==> config.mk <==
export PLATFORM = sky130hd
export DESIGN_NAME = wta_min_mask
export DESIGN_NICKNAME = d
export VERILOG_FILES = /design/src/rtl/wta_min_mask.sv
export SDC_FILE = /design/constraint.sdc
export NUM_CORES = 1
export LEC_CHECK = 0
export ABC_AREA = 1
export CAP_MARGIN = 10
export CORE_ASPECT_RATIO = 0.7
export CORE_MARGIN = 3
export CORE_UTILIZATION = 33
export CTS_CLUSTER_SIZE = 14
export DETAILED_ROUTE_END_ITERATION = 12
export PLACE_DENSITY_LB_ADDON = 0.3
export SETUP_SLACK_MARGIN = 0.5
export SLEW_MARGIN = 20
export SYNTH_ARGS = -nofsm -noshare
export SYNTH_HDL_FRONTEND = slang
export SYNTH_SLANG_ARGS = --single-unit
==> constraint.sdc <==
create_clock -name clk -period 9.8 [get_ports clk]
set_clock_uncertainty 0.1 [all_clocks]
set_input_delay 2.45 -clock clk [delete_from_list [all_inputs] [get_ports clk]]
set_output_delay 2.45 -clock clk [all_outputs]
set_load 0.05 [all_outputs]
==> src/rtl/wta_min_mask.sv <==
//------------------------------------------------------------------------------
// Module   : wta_min_mask
// Function : Streaming winner-take-all front end; running-minimum tie mask
//            over NDISP disparity costs per pixel, with output handshake.
// Revision : 1.0
//------------------------------------------------------------------------------
`default_nettype none

module wta_min_mask #(
    parameter int COST_W = 12,
    parameter int NDISP  = 32
) (
    input  logic              clk,
    input  logic              rst,
    input  logic [COST_W-1:0] cost_in,
    input  logic              cost_valid,
    input  logic              cost_last,
    output logic              cost_ready,
    output logic [31:0]       min_mask,
    output logic [COST_W-1:0] min_cost,
    output logic              mask_valid,
    input  logic              mask_ready,
    output logic              sync_err
);

    localparam logic [4:0] c_LAST_D = 5'(NDISP - 1);

    logic [4:0]        r_d;
    logic [COST_W-1:0] r_run_min;
    logic [31:0]       r_run_mask;
    logic [31:0]       r_min_mask;
    logic [COST_W-1:0] r_min_cost;
    logic              r_mask_valid;
    logic              r_sync_err;

    logic              w_at_last;
    logic              w_accept;
    logic              w_complete;
    logic [31:0]       w_bit;
    logic [COST_W-1:0] w_next_min;
    logic [31:0]       w_next_mask;

    assign w_at_last  = (r_d == c_LAST_D);
    // Only the final beat stalls; mid-pixel beats overlap a held result.
    assign cost_ready = !(w_at_last && r_mask_valid && !mask_ready);
    assign w_accept   = cost_valid && cost_ready;
    assign w_complete = w_accept && w_at_last;
    assign w_bit      = 32'd1 << r_d;

    always_comb begin
        w_next_min  = r_run_min;
        w_next_mask = r_run_mask;
        if (r_d == 5'd0 || cost_in < r_run_min) begin
            w_next_min  = cost_in;
            w_next_mask = w_bit;
        end else if (cost_in == r_run_min) begin
            w_next_mask = r_run_mask | w_bit;
        end
    end

    always_ff @(posedge clk or posedge rst) begin
        if (rst) begin
            r_d          <= '0;
            r_run_min    <= '0;
            r_run_mask   <= '0;
            r_min_mask   <= '0;
            r_min_cost   <= '0;
            r_mask_valid <= 1'b0;
            r_sync_err   <= 1'b0;
        end else begin
            if (w_accept) begin
                if (cost_last && !w_at_last) begin
                    // Early terminator: drop the partial pixel and resync.
                    r_sync_err <= 1'b1;
                    r_d        <= '0;
                end else begin
                    r_run_min  <= w_next_min;
                    r_run_mask <= w_next_mask;
                    if (w_at_last) begin
                        r_d <= '0;
                        if (!cost_last) begin
                            r_sync_err <= 1'b1;
                        end
                    end else begin
                        r_d <= r_d + 5'd1;
                    end
                end
            end

            if (w_complete) begin
                r_min_mask   <= w_next_mask;
                r_min_cost   <= w_next_min;
                r_mask_valid <= 1'b1;
            end else if (r_mask_valid && mask_ready) begin
                r_mask_valid <= 1'b0;
            end
        end
    end

    assign min_mask   = r_min_mask;
    assign min_cost   = r_min_cost;
    assign mask_valid = r_mask_valid;
    assign sync_err   = r_sync_err;

endmodule

`default_nettype wire

**Word level (Yosys, flattened, before mapping)**

Cells that the tools add are included.

- Logic and storage cells: 40
- Bits in registers: 95
- Output and inout bits: 47

- Add/subtract/negate cells: 1
- Multiplexer cells: 10
- $lt $le $gt $ge: 1
- Reduce and logical (&&, ||, !) cells: 15
- Bitwise gates (word level): 2
- Eq/ne operators: 3
- Shift-type cells: 1

Operators by type and width:

| cell | number |
|---|---|
| $mux 32 | 2 |
| $or 32x32->32 | 1 |
| $shl 1x5->32 const A | 1 |
| $eq 12x12->1 | 1 |
| $lt 12x12->1 | 1 |
| $mux 12 | 1 |
| $mux 5 | 2 |
| $logic_and 1x1->1 | 6 |
| $add 5x1->5 const B | 1 |
| $eq 5x5->1 const B | 1 |
| $logic_not 5->1 | 1 |
| $mux 1 | 5 |
| $reduce_bool 2->1 | 2 |
| $logic_not 1->1 | 3 |
| $reduce_and 3->1 | 1 |
| $ne 2x1->1 const B | 1 |
| $reduce_and 2->1 | 1 |
| $logic_or 1x1->1 | 1 |
| $not 1->1 | 1 |

**Logic depth before layout (Yosys ltp)**

- Depth in word-level cells: 7
- Depth in mapped cells: 14
- Mapped depth without buffers: 13

**Worst setup path before layout**

No wires, ideal clock.

- Path kind: input to output
- From: input mask_ready
- To: output cost_ready
- Stages on the path: 2
- Path slack: 4.355 ns
- Data arrival time: 2.895 ns
- Path buffers: 0
- Path through: inv_1 -> nand3_1

- Cells in the longest elaborated chain, start to end: 3

RTL lines:

| what | RTL line | text |
|---|---|---|
| from (decl) | 22 | `input logic mask_ready,` |
| $logic_not 1->1 | 45 | `assign cost_ready = !(w_at_last && r_mask_valid && !mask_ready);` |
| $logic_and 1x1->1 | 45 |  |
| $logic_not 1->1 | 45 |  |
| to (decl) | 18 | `output logic cost_ready,` |

Every way passes these cells.

**Worst setup path after layout**

Ends and elaborated chain as after synthesis.

==> results.yml <==
worst_setup_path:
  r2r_end: "min_mask[10]"
  critical_path_arrival_ps: 3840
  reg2regPathDepth: 10
  path_common_cell: "clkdlybuf4s50_1"
  worstSetupPathType: "input pin to output pin"
  endpoint_kind: "output pin"
  crit_fanout: 2
  start_kind: "input pin"
  ff2ff_setup_slack_ps: 6360
  slowest_delay_ps: 810
  crit_start: "mask_ready"
  crit_path_end: "cost_ready"
  r2r_start: "r_d[3]"
  required_ps: 7250
  cp_slowest_cell: "clkdlybuf4s50_1"
  crit_chain: "clkdlybuf4s50_1 -> inv_1 -> nand3_1 -> clkdlybuf4s50_1"
sta:
  finalCriticalPeriod_ps: 6390
  worst_slack_ps: 3410
  tightest_slew_ps: 959
  max_slew_margin: 0.358
  setup-violations-final: 0
  rsz0062_at_grt: "false"
  hold_viol: 0
  drv_slew: 0
  fmax_mhz: 156
  setup_tns_ps: 0
  fin_crit_sh: 0.652
clocking:
  cts_resized: 0
  cts_tree: "built"
  clk_path_buf_depth: 2
  holdBufCountCts: 0
  cts_buffers: 9
  htreeDepth: 3
  cts_root_buffer: "clkbuf_16"
  clk_latency_ps: 350
  cts.sinks: 95
  path_clk_slew_ps: 60
  post_cts_buffers: 0
logic_synthesis:
  yosys_warnings: 0
  ys_types: 29
  ys_ff_latch: 95
  syn_avg_cell_area_um2: 7.48
  synth_area_leaders: "dfrtp_1 44%, nand2_1 19%, nand3_1 10%, ha_1 4.7%, nand4_1 4.0%"
  synth_top_area_frac: 0.444
  yosysSeqAreaShare: 0.444
  synthCells: 716
  synth_top_area_cell: "dfrtp_1"
  mappedNetlistNets: 753
  synth_area_mm2: 0.00535
outcome:
  status: "completed"
worst_hold_path:
  min_path_type: "flop to flop"
  min_path_cells: 2
global_route:
  grt_usage: 0.165
  grt_remaining_overflow: 0
  grt_pass1_vias: 4497
  antenna_found_initial: 0
  grt_pass1_wl_mm: 23.8
  grt_max_degree: 60
run:
  maxCapViolCount: 0
detailed_routing:
  drc: 0
  drt.antenna.violating_nets: 0
  avgViaCountPerCell: 4.83
  vias: 4609
  dr.first_iter.drc_count: 415
  routedWlPerCell_um: 14.5
  drt-total-wl_mm: 13.8
  first_pass_iters: 5
die:
  die_x_um: 158
  die_area_mm2: 0.0178
  ios: 64
  rows: 38
  die_y_um: 113
  start_util: 0.341
  core_area_mm2: 0.0157
placed_design:
  gp_congestion: 0.797
  portBuffers: 63
  dp_hpwl_mm: 8.51
  pre_cts_slack_ps: 3410
  placedCellCount: 940
cells_and_area:
  drive_gt1_frac: 0.0596
  fillCellCount: 1612
  fin_nets: 788
  fin_cells: 955
  syn_to_final_growth_pct: 18.2
  n_antenna_cell: 0
pwr:
  irDropWorstVdd_uv: 88.8
  p_leak_nw: 3.38
  p_per_area_mw_per_mm2: 167
-- worst max-delay path, delay by kind of cell --
kind / cells / cell delay [ps]
buf+inv: 3 / 1320
simple gates: 1 / 80
-- routing by layer --
metal	vias up	track usage	routed length, µm
met4	0	0.0424	157
met3	11	0.0331	733
met1	2120	0.258	7160
met2	108	0.230	5790
li1	2370	-	-
met5	-	0	0
-- synthesized netlist by cell type (all sizes together) --
master  count
o211ai      1
nand4      35
o32ai       1
o21bai     18
nand3     114
a21o        1
o22ai       1
inv        59
nor4        1
dfrtp      95
nor3        1
clkbuf     18
nor2       36
ha         20
nand2     282
a21oi       3
buf        24
o21ai       3
clkinv      3
-- cell type report --
cell class                 instances  area (µm²)  area share
tap                              200         250      0.0396
clock inverter                     3        20.0     0.00316
multi-input combinational        517        2540       0.402
timing repair buffer              66         653       0.103
inverter                          62         235      0.0372
sequential                        95        2380       0.376
clock buffer                      12         246      0.0390
-- cell usage in the layout, fill, tap and decap left out --
cell type,instances
nor3_1,1
a21oi_1,3
o32ai_1,1
nand2_4,2
nand4_2,1
nand3_4,1
nor2_2,1
nor2_4,4
clkbuf_16,9
buf_4,3
nor4_1,1
dfrtp_1,95
clkinv_2,1
o21bai_1,18
clkdlybuf4s50_1,63
ha_1,20
nand3_1,112
nand2_2,13
nand4_1,34
clkinv_1,3
o21ai_0,3
inv_2,5
inv_1,53
clkbuf_8,1
a21o_1,1
clkinvlp_4,2
o211ai_1,1
nor2_1,31
nand2_1,267
o22ai_1,1
inv_4,1
clkbuf_1,2
nand3_2,1
-- worst min-delay path by stage --
stage              startpoint              to  slack [ps]
2_1_floorplan  r_run_mask[16]  r_run_mask[16]         340
3_3_place_gp   r_run_mask[28]  r_run_mask[28]         360
3_5_place_dp   r_run_mask[26]  r_run_mask[26]         360
4_1_cts        r_run_mask[26]  r_run_mask[26]         380
5_1_grt        r_run_mask[25]  r_run_mask[25]         390
6_report       r_run_mask[24]  r_run_mask[24]         370
-- registers in the layout, indices dropped and copies added, names as in the netlist --
register	flops
min_mask	32
r_run_min	12
mask_valid	1
r_d	5
min_cost	12
r_run_mask	32
sync_err	1
-- stage by stage --
stage	area [µm²]	power [mW]	hold WS, ps	util
floorplan	5350	0.678	343	-
global placement	6060	0.732	359	0.386
detailed placement	6060	0.736	360	0.386
CTS	6330	1.07	377	0.403
global route	6330	1.13	392	0.403
finish	6330	1.06	372	0.403
-- cell families (layout without fill, tap and decap cells) --
| kind of cell | Yosys count | count (layout) | share of synthesized area |
|---|---|---|---|
| compound gates | 28 | 28 | 0.0365 |
| fa+ha+maj | 20 | 20 | 0.0467 |
| buf+inv | 104 | 143 | 0.0823 |
| simple gates | 469 | 469 | 0.391 |
| flops | 95 | 95 | 0.444 |
-- power breakdown --
| group | leakage, nW | internal [mW] | switching [mW] |
|---|---|---|---|
| sequential | 1.29 | 0.430 | 0.0213 |
| combinational | 1.97 | 0.0816 | 0.195 |
| clock | 0.125 | 0.178 | 0.151 |
| total | 3.38 | 0.689 | 0.368 |
(Power assumes the default switching activity.)
==> patch 1, RTL diff (same settings) <==
Make the reset (`rst`) synchronous in one clocked block.
--- a/src/rtl/wta_min_mask.sv
+++ b/src/rtl/wta_min_mask.sv
@@ -58,7 +58,7 @@
         end
     end
 
-    always_ff @(posedge clk or posedge rst) begin
+    always_ff @(posedge clk) begin
         if (rst) begin
             r_d          <= '0;
             r_run_min    <= '0;
Function: differs if rst is asserted again (counterexample within 4 cycles, from zero or initial values and one cycle with rst high); with rst held inactive, the same outputs for 10 cycles.
==> patch 1 against the original RTL <==
- worst setup slack worse by 0.0060 ns
- area after synthesis is 2.8% higher
- sequential share of layout area is 8.5 points lower
- cell area is 3.3% higher
- global-route usage is 0.68 points lower
- register-to-register slack better by 0.27 ns
- count of clock-buffer cells in the layout is 1 lower
- sequential cell count stayed put
- wire length is 4.1% higher
Power is not compared: it rests on default switching activity, and its combinational part moved more than twofold at a synthesized area within 25%.
==> patch 1: results <==
[grt]
grt_max_degree = 52
grt_use_met1 = 0.221
grt_pass1_wl_mm = 23.6
met2_usage = 0.242
track_usage = 0.158
grt_util_met3 = 0.0396
first_global_vias = 4577

[sta]
fin_crit_ns = 6.40
maxSlewHeadroom = 0.369
hold_ws_ns = 0.367

[yosys]
synth_adder_area_share = 0.0455
synthXorXnorAreaFrac = 0
synth_fp_nets = 865
synth_commonest_cells = inv_1 (170), nand3_1 (150), nand2_1 (149)
synth.area.top_cells = dfxtp_1 (35%), nand3_1 (14%), inv_1 (12%), nand2_1 (10%), o21a_1 (6.4%)
synth.avg_cell_area_um2 = 6.64
synthArstFlopShare = 0

[layout]
nFillCells = 1643
final-seq-area_mm2 = 0.00190
nets = 890
finalNonFillerCells = 1078
drive_gt1_frac = 0.0443

[setup_path]
crit_family = buffers and inverters
r2r_slack_ns = 6.63
worstReg2RegEnd = min_mask[4]
critPathSlowestCell = clkdlybuf4s50_1

[routing]
vias = 5152

[outcome]
status = finished, final reports clean

[min_path]
worstHoldStart = sync_err
worstHoldEndpoint = sync_err
min_path_cells = 1

[place]
hpwl_mm = 8.68
dp_slack_ns = 3.40
placed_area_mm2 = 0.00620
-- patch 1: cell count changes after synthesis, sizes merged, moves of 24 or more --
cell / change
nand2: -129
inv: +118
dfrtp: -95
dfxtp: +95
a21oi: +47
o21a: +47
nand3: +38
o21ai: +24
-- patch 1: layout make-up --
class	instances	share of cell area
Clock inverter	5	0.0123
Multi-Input combinational cell	503	0.413
Timing Repair Buffer	67	0.101
Sequential cell	95	0.291
Inverter	177	0.102
Tap cell	220	0.0421
Clock buffer	11	0.0387
-- patch 1: cells by family (layout without fill, tap and decap cells) --
logic type | Yosys count | count (layout)
compound gates | 128 | 128
buf+inv | 230 | 260
fa+ha+maj | 20 | 20
simple gates | 355 | 355
flops | 95 | 95
-- patch 1: per-layer routing --
| layer | routed length (um) | part of all wire |
|---|---|---|
| met1 | 7210 | 0.50 |
| met2 | 6180 | 0.43 |
| met3 | 876 | 0.061 |
| met4 | 146 | 0.010 |
| met5 | 0 | 0 |
==> patch 2, RTL diff (same settings) <==
Made on the original files. Change the parameter `COST_W` from 12 to 24.
--- a/src/rtl/wta_min_mask.sv
+++ b/src/rtl/wta_min_mask.sv
@@ -7,7 +7,7 @@
 `default_nettype none
 
 module wta_min_mask #(
-    parameter int COST_W = 12,
+    parameter int COST_W = 24,
     parameter int NDISP  = 32
 ) (
     input  logic              clk,
Ports: changed (resized cost_in and min_cost); port bits go from 64 to 88. The function was not compared with the original's and may differ.
==> patch 2 against the original RTL <==
- sequential cell count increased by 24
- core utilization increased by 1.8 points
- first-iteration DRC count increased by 11%
- register-to-register slack got worse by 0.21 ns
- total power increased by 48%
- wire length increased by 34%
- cell area increased by 36%
- non-clock buffer count increased by 28
- largest cell class unchanged
- cell count increased by 37%
- combinational power increased by 42%
- worst setup slack improved by 0.0085 ns
- area after synthesis increased by 31%
==> patch 2: results <==
[outcome]
status = finished, final reports clean

[min_path]
worstHoldEndpoint = r_run_mask[26]
min_path_cells = 2
worstHoldStart = r_run_mask[26]

[clock_tree]
cts_setup_buffers = 0
clk_latency_ns = 0.43
cts_root_buf = clkbuf_16
cts.htree.levels = 4
cts_buffers = 17

[pwr]
p_leak_nw = 4.62
peakVddDrop_mv = 0.131
p_comb_frac = 0.251
power_clock_mw = 0.604
intPower_mw = 1.02

[grt]
track_usage = 0.166
grt_pass1_wl_mm = 31.2
first_global_vias = 6032
met2_usage = 0.241
grt_util_met3 = 0.0360
grt_use_met1 = 0.247
grt_max_degree = 70

[place]
dp_slack_ns = 3.42
hpwl_mm = 11.4
placed_area_mm2 = 0.00801
gp_congestion = 0.784
portBuffers = 87

[yosys]
synth_top_flop_cell = dfrtp_1
synth.area.top_cells = dfrtp_1 (42%), nand2_1 (19%), nand3_1 (13%), inv_1 (7.1%), ha_1 (5.7%)
synth_commonest_cells = nand2_1 (351), nand3_1 (177), inv_1 (132)
ys_types = 28
synth_fp_nets = 1026
yosysSeqAreaShare = 0.424

[layout]
nets = 1087
nFillCells = 2066
drive_gt1_frac = 0.0674

[routing]
wl_met2_mm = 7.56
wl_met3_um = 995
viasPerCell = 4.71
drt-pass1-iter-count = 6
drt-initial-drc-count = 462
wl_met1_mm = 9.82
wl_per_cell_um = 14.2

[setup_path]
critPathSlowestCell = clkdlybuf4s50_1
arrival_ns = 3.83
r2r_slack_ns = 6.15
worstReg2RegEnd = min_mask[1]
critical_path.endpoint = cost_ready
r2r-start = r_d[4]
r2r_cells = 9
startpoint = mask_ready

[sta]
worst_slew_pin_slew_ns = 0.978
hold_ws_ns = 0.373
fmax_mhz = 157
==> patch 2: cell families after synthesis <==
family / share of synthesized area
AOI/OAI and AO/OA: 0.0317
DFF: 0.424
buffers and inverters: 0.112
xor gates and xnor gates: 0.00125
adders and majority gates: 0.0570
and+or+nand+nor: 0.374
==> patch 2: worst min-delay path: stages, from the launching register on <==
cell	delay (ns)
dfrtp_1	0.34
nand2_1	0.05
nand2_1	0.05
==> patch 2: layout make-up <==
type,count,area (um2),share of cell area
multi-input combinational,661,3270,0.381
clock inverter,14,125,0.0146
clock buffer,18,439,0.0512
inverter,133,502,0.0585
timing repair buffer,94,923,0.108
sequential,119,2980,0.347
tap,270,338,0.0394
==> patch 2: metrics by stage <==
| stage | cells | total power, mW |
|---|---|---|
| final | 1309 | 1.57 |
| after global routing | 1309 | 1.67 |
| after CTS | 1309 | 1.58 |
| after detailed placement | 1277 | 0.970 |
| after global placement | 1277 | 0.961 |
| after floorplan | 965 | 0.898 |
